--- src/rtl/dispatch_buffer_pkg.sv ---
// Shared types for the dispatch buffer: decoded-instruction payload, lane counts and helpers.
package dispatch_buffer_pkg;

    typedef logic [31:0] word;

    typedef struct packed {
        word pc;
        word instr;
    } decode_struct;

    localparam int ISSUE_WIDTH = 2;

    typedef logic [1:0] lane_cnt_t;

    function automatic lane_cnt_t lane_popcount(input logic [0:1] v);
        return lane_cnt_t'(v[0]) + lane_cnt_t'(v[1]);
    endfunction

endpackage

--- src/rtl/dispatch_buffer_ring_ptr.sv ---
// Circular queue pointer: advances by 0..2 per cycle and wraps modulo DEPTH (power of two).
module ring_ptr
    import dispatch_buffer_pkg::*;
#(
    parameter int DEPTH = 8
) (
    input  logic                     clk,
    input  logic                     rst_n,
    input  logic                     clr,
    input  lane_cnt_t                inc,
    output logic [$clog2(DEPTH)-1:0] ptr
);

    localparam int PW = $clog2(DEPTH);

    logic [PW-1:0] ptr_reg;

    // Power-of-two depth lets the natural adder overflow provide the wrap.
    always_ff @(posedge clk or negedge rst_n) begin
        if (!rst_n) begin
            ptr_reg <= '0;
        end else if (clr) begin
            ptr_reg <= '0;
        end else begin
            ptr_reg <= ptr_reg + PW'(inc);
        end
    end

    assign ptr = ptr_reg;

endmodule

--- src/rtl/dispatch_buffer.sv ---
// Two-wide in-order dispatch queue between DECODE and issue/rename.
// Optional same-cycle pass-through when empty: define DISPATCH_BYPASS_EN.
module dispatch_buffer
    import dispatch_buffer_pkg::*;
#(
    parameter int DEPTH = 8
) (
    input  logic                     i_clk,
    input  logic                     i_rst_n,
    input  logic                     i_flush,
    input  logic [0:1]               i_valid,
    input  decode_struct [0:1]       i_decode_data,
    output logic                     o_ready,
    output logic [0:1]               o_valid,
    output decode_struct [0:1]       o_decode_data,
    input  lane_cnt_t                i_deq_cnt,
    output logic [$clog2(DEPTH):0]   o_count
);

    localparam int PW = $clog2(DEPTH);
    localparam int CW = PW + 1;

    decode_struct       storage [DEPTH];
    logic [PW-1:0]      head;
    logic [PW-1:0]      tail;
    logic [CW-1:0]      count_reg;
    logic [CW-1:0]      count_next;

    decode_struct [0:1] in_lane;
    lane_cnt_t          n_in;
    lane_cnt_t          avail;
    lane_cnt_t          n_deq;
    lane_cnt_t          skip;
    lane_cnt_t          n_enq;
    lane_cnt_t          head_inc;
    decode_struct [0:1] wr_data;
    logic [0:1]         wr_en;
    logic               bypass_active;

`ifdef DISPATCH_BYPASS_EN
    assign bypass_active = i_rst_n && (count_reg == '0) && !i_flush;
`else
    assign bypass_active = 1'b0;
`endif

    assign o_ready = (CW'(DEPTH) - count_reg) >= CW'(2);

    always_comb begin
        // Compact valid lanes so a lone lane-1 entry behaves like the oldest one.
        in_lane[0] = i_valid[0] ? i_decode_data[0] : i_decode_data[1];
        in_lane[1] = i_decode_data[1];
        n_in       = lane_popcount(i_valid);

        avail = (count_reg >= CW'(2)) ? 2'd2 : lane_cnt_t'(count_reg[0]);
        if (bypass_active) begin
            avail = n_in;
        end
        n_deq = (i_deq_cnt > avail) ? avail : i_deq_cnt;

        skip     = bypass_active ? n_deq : 2'd0;
        n_enq    = (o_ready && !i_flush) ? (n_in - skip) : 2'd0;
        head_inc = (i_flush || bypass_active) ? 2'd0 : n_deq;

        wr_data[0] = (skip == 2'd0) ? in_lane[0] : in_lane[1];
        wr_data[1] = in_lane[1];
        wr_en[0]   = n_enq != 2'd0;
        wr_en[1]   = n_enq == 2'd2;

        count_next = i_flush ? '0 : (count_reg + CW'(n_enq) - CW'(head_inc));
    end

    ring_ptr #(.DEPTH(DEPTH)) u_head (
        .clk   (i_clk),
        .rst_n (i_rst_n),
        .clr   (i_flush),
        .inc   (head_inc),
        .ptr   (head)
    );

    ring_ptr #(.DEPTH(DEPTH)) u_tail (
        .clk   (i_clk),
        .rst_n (i_rst_n),
        .clr   (i_flush),
        .inc   (n_enq),
        .ptr   (tail)
    );

    always_ff @(posedge i_clk or negedge i_rst_n) begin
        if (!i_rst_n) begin
            count_reg <= '0;
        end else begin
            count_reg <= count_next;
        end
    end

    always_ff @(posedge i_clk) begin
        if (wr_en[0]) storage[tail] <= wr_data[0];
        if (wr_en[1]) storage[tail + PW'(1)] <= wr_data[1];
    end

    genvar gi;
    generate
        for (gi = 0; gi < ISSUE_WIDTH; gi++) begin : g_out
            always_comb begin
                o_valid[gi]       = count_reg > CW'(gi);
                o_decode_data[gi] = storage[head + PW'(gi)];
                if (bypass_active) begin
                    o_valid[gi]       = n_in > lane_cnt_t'(gi);
                    o_decode_data[gi] = in_lane[gi];
                end
            end
        end
    endgenerate

    assign o_count = count_reg;

`ifndef SYNTHESIS
    a_no_drop: assert property (@(posedge i_clk) disable iff (!i_rst_n)
        ((|i_valid) && !i_flush) |-> o_ready);
    a_deq_overrun: assert property (@(posedge i_clk) disable iff (!i_rst_n)
        !i_flush |-> (i_deq_cnt <= avail));
`endif

endmodule

--- config.mk ---
export PLATFORM = sky130hd
export DESIGN_NAME = dispatch_buffer
export DESIGN_NICKNAME = d
export VERILOG_FILES = /design/src/rtl/dispatch_buffer_pkg.sv /design/src/rtl/dispatch_buffer_ring_ptr.sv /design/src/rtl/dispatch_buffer.sv
export SDC_FILE = /design/constraint.sdc
export NUM_CORES = 1
export LEC_CHECK = 0
export BUFFER_PORTS_ARGS = -buffer_cell sky130_fd_sc_hd__buf_2
export CAP_MARGIN = 20
export CORE_ASPECT_RATIO = 1.4
export CORE_MARGIN = 2
export CORE_UTILIZATION = 35
export DETAILED_ROUTE_END_ITERATION = 7
export SLEW_MARGIN = 10
export SYNTH_ARGS = -nofsm -noshare
export SYNTH_HDL_FRONTEND = slang
export SYNTH_SLANG_ARGS = --single-unit
--- constraint.sdc ---
create_clock -name i_clk -period 9.36 [get_ports i_clk]
set_clock_uncertainty 0.1 [all_clocks]
set_input_delay 1.872 -clock i_clk [delete_from_list [all_inputs] [get_ports i_clk]]
set_output_delay 1.872 -clock i_clk [all_outputs]
set_load 0.02 [all_outputs]
# --- Word-level counts from Yosys, hierarchy flattened ---
# Memories as Yosys holds them, arrays and structs flattened.
# Index checks and enable logic that the tools add are counted.
classes:
  add_sub_neg: 8
  eq_ne: 1
  magnitude_cmp: 5
  mux: 12
  n_reduce_logical: 3
op_table:
  columns: ["operator", "n"]
  rows:
  - ["$mux 64", 1]
  - ["$ge 4x2->1 const B", 2]
  - ["$gt 4x1->1 const B", 2]
  - ["$mux 2", 4]
  - ["$add 3x1->3 const B", 2]
  - ["$add 3x2->3", 2]
  - ["$mux 3", 2]
  - ["$add 4x2->4", 1]
  - ["$mux 1", 4]
  - ["$mux 4", 1]
  - ["$sub 4x2->4", 1]
  - ["$sub 4x4->4 const A", 1]
  - ["$add 1x1->2", 1]
  - ["$eq 2x2->1 const B", 1]
  - ["$gt 2x2->1", 1]
  - ["$reduce_bool 2->1", 1]
  - ["$logic_and 1x1->1", 1]
  - ["$logic_not 1->1", 1]
totals:
  n_memories: 1
  wordCells: 33
  ramBits: 512
  inputBits: 135
  out_inout_bits: 135
  register_bits: 10
memory_table:
  columns: ["memory", "words", "width", "read_ports", "rd_clocked_by_memory_dff", "write_ports", "line", "source"]
  rows:
  - ["storage", 8, 64, 2, 0, 2, "dispatch_buffer.sv:23", "decode_struct storage [DEPTH];"]

# --- Logic depth before layout (Yosys ltp) ---
logic_depth:
  ltp_word: 7
  mapped_depth: 16
  ltp_nobuf: 16

# --- By module ---
# A second synthesis with hierarchy kept.
hier_totals:
  hier_cells: 1727
  hier_area_um2: 31036.0
by_module_without_submodules:
  columns: ["mod", "cells_each", "area_each_um2", "instances", "seq_area_each_um2"]
  rows:
  - ["dispatch_buffer", 1703, 30753.2, 1, 15474.8]
  - ["ring_ptr", 12, 141.4, 2, 75.1]

# --- Worst setup path before layout ---
# No wires, ideal clock.
synth_path:
  path_type: "input port to flip-flop"
  startpoint: "in i_valid[1] (netlist name)"
  endpoint: "mem storage[5][0] (netlist name) (enable)"
  setup_slack_ps: 1772
  setup_ps: 574
  required_time_ps: 8686
  stages: 4
  arrival_ps: 6914
  path_buffers: 0
  path_cell_list: "ha_1 or2_2 nand3_1 o21ai_0"
synth_rtl:
  columns: ["element", "line", "source"]
  rows:
  - ["start, declared", "dispatch_buffer.sv:11", "input logic [0:1] i_valid,"]
  - ["end, declared", "dispatch_buffer.sv:23", null]

==> results.cfg <==
[clock_network]
cts_hold_buf = 0
clockBufferDepth = 3
ctsResizeCount = 0
insertion_delay_ns = 0.61
cts_inserted_buffers = 54
h-tree-depth = 2
numClockSinks = 522
cts_setup_buffers = 0
cts_tree = built
clockRootBuffer = clkbuf_16
clk_pin_slew_ns = 0.06

[yosys]
synth_area_leaders = edfxtp_1 48%, mux4_2 18%, mux2_2 11%
synth-simple-area-share = 0.00883
synthCells = 1723
synth_mux_area_frac = 0.454
synth_seq_cells = 522
synth_area_mm2 = 0.0317
netlist.area_leader.share = 0.485
synth_warnings = 0
ys_async_sr_fraction = 0.0192
synth_fp_nets = 1878
yosys.area_share.xor_xnor = 0.00221
yosysMostFrequentCell = edfxtp_1
synth-seq-area-share = 0.492
synth_compound_area_frac = 0.00300
ys.flop_type = edfxtp_1
synth_top_family_by_area = multiplexers
synth_edf_count = 512
yosysUniqueCellTypes = 41
synth_fa_ha_area_frac = 0.00883
avgSynthCellArea_um2 = 18.4
yosys.area.top_type = edfxtp_1
synthTopCellsByCount = 512 x edfxtp_1, 312 x mux2_2, 256 x mux4_2, 202 x mux2_1, 190 x mux2_4

[global_route]
grt_remaining_overflow = 0
track_usage = 0.199
antenna_found_initial = 14
grt_pass1_vias = 19700
grt_pass1_wl_um = 136000
grt_start_max_net_pins = 69

[flow_run]
cap_violations = 0

[floorplanning]
die_w_um = 258
die_h_um = 360
ioPinCount = 270
rows = 130
start_util = 0.353
coreArea_mm2 = 0.0898
die_area_mm2 = 0.0931

[setup_path]
critPathArrivalTime_ns = 4.25
crit_chain = ha_4 > buf_12 > buf_4 > mux4_2 > mux2_2 > buf_2
r2r-end = storage[7][11]$_DFFE_PP_
crit_path_end_kind = output port
timing.rr.start = o_count[1]$_DFF_PN0_
cpPeakStageDelay_ns = 1.14
crit_fanout = 62
worst-path-buf-inv = 3
cp.depth = 6
regToRegSetupSlack_ns = 4.93
criticalPathCategory = flip-flop to output port
slowest_stage = dfrtp_4
startpoint_type = flip-flop
critPathTopFamily = flip-flops
r2r_cells = 10
critPathRequiredTime_ns = 7.39

[power_and_ir_drop]
p_seq_frac = 0.331
clockPowerShare = 0.240
irDropWorstVdd_v = 0.000193
powerDensity_mw_per_mm2 = 249
power_w = 0.00896
swShare = 0.351
p_int_w = 0.00582
switchingPower_w = 0.00314
p_leak_nw = 12.5
p_comb_frac = 0.429

[cells_and_area]
final-instance-count-excl-fill = 3193
syn_to_final_growth_pct = 13.4
fin_nets = 2112
largest-register = storage
drive_gt1_frac = 0.584
largest_register_ffs = 512
stdcell_area_mm2 = 0.0360

[route]
drt_pass1_iterations = 7
postRouteAntennaNets = 0
drc = 0
num_vias = 18100
drtIter0Drc = 1214
vias_per_cell = 5.66
routed_wl_um = 93600
drt-wirelength-per-cell_um = 29.3

[sta]
fmax_ghz = 0.161
setup_violations = 0
timing.final.crit_share = 0.665
finalCriticalPeriod_ns = 6.22
worstMarginPinSlew_ns = 1.16
whs_ns = 0.611
setup-tns-final_ns = 0
slew_headroom = 0.225
finalHoldViolCount = 0
drv_slew = 0
rsz0062_at_grt = no

[place]
gp_congestion = 0.771
numPortBuffers = 269
placed_cells = 3088
placed_cell_area_mm2 = 0.0342
place_hpwl_um = 57300

[worst_hold_path]
hold_depth = 2
hp-class = flip-flop to flip-flop
hold_start = u_tail.ptr[2]$_DFF_PN0_
min_to = u_tail.ptr[2]$_DFF_PN0_

[run_status]
status = finished, final reports clean
-- logic make-up (layout without fill, tap and decap cells) --
| logic type | count (synthesis) | after routing |
|---|---|---|
| buf+inv | 152 | 426 |
| mux | 961 | 961 |
| simple gates | 45 | 45 |
| fa+ha+maj | 20 | 20 |
| other cells | 0 | 8 |
| compound gates | 15 | 15 |
| xor+xnor | 8 | 8 |
| flops | 522 | 522 |
-- metal layers --
metal	routed length [um]	global-route usage	part of all wire
met1	37800	0.246	0.40
met2	48500	0.354	0.52
met3	4410	0.0270	0.047
met4	2900	0.0693	0.031
met5	27	0	0.00029
-- worst register-to-register path: cells and delay by family (launching register included) --
kind / cells / cell delay (ns)
buf+inv: 5 / 1.94
simple gates: 2 / 0.76
compound gates: 2 / 0.50
fa+ha+maj: 1 / 0.31
flops: 1 / 0.48
-- cell type report --
type / instances / area (um2)
repair buffers: 313 / 1740
inverters: 17 / 65.1
multi-input cells: 1049 / 15300
well taps: 1188 / 1490
diodes: 8 / 20.0
clock inverters: 30 / 249
fillers: 8156 / 53800
flip-flops and latches: 522 / 15600
clock buffers: 66 / 1460
-- worst max-delay path by stage --
stage | to | start | slack (ns)
floorplan | storage[5][0]$_DFFE_PP_ | i_valid[1] | 1.77
global placement | o_decode_data[1] | u_head.ptr[1]$_DFF_PN0_ | 3.31
detailed placement | storage[3][49]$_DFFE_PP_ | i_valid[0] | 3.24
CTS | o_decode_data[21] | u_head.ptr[1]$_DFF_PN0_ | 2.96
global route | o_decode_data[21] | u_head.ptr[1]$_DFF_PN0_ | 2.88
finish | o_decode_data[21] | u_head.ptr[1]$_DFF_PN0_ | 3.14
-- layout by cell type (no fill, tap or decap), drive strengths merged, types with 6 or more instances in the layout --
master / count
diode: 8
clkinv: 25
nand2: 8
mux4: 256
mux2: 704
nor2b: 6
nor2: 11
ha: 16
dfrtp: 10
o21ai: 6
inv: 17
clkbuf: 66
buf: 313
edfxtp: 512
-- power by group through the flow --
stage	Sequential (W)	Clock [W]	Combinational (W)
after global placement	0.00300	0	0.00384
after detailed placement	0.00301	0	0.00390
after floorplan	0.00292	0	0.00278
after global routing	0.00299	0.00227	0.00410
after CTS	0.00296	0.00220	0.00391
final	0.00296	0.00215	0.00385
-- per-stage QoR --
step	setup WS, ns	util
finish	3.14	0.401
global route	2.88	0.401
CTS	2.96	0.400
detailed placement	3.24	0.381
global placement	3.31	0.380
floorplan	1.77	-
No activity file was read; power rests on OpenSTA's default activity.
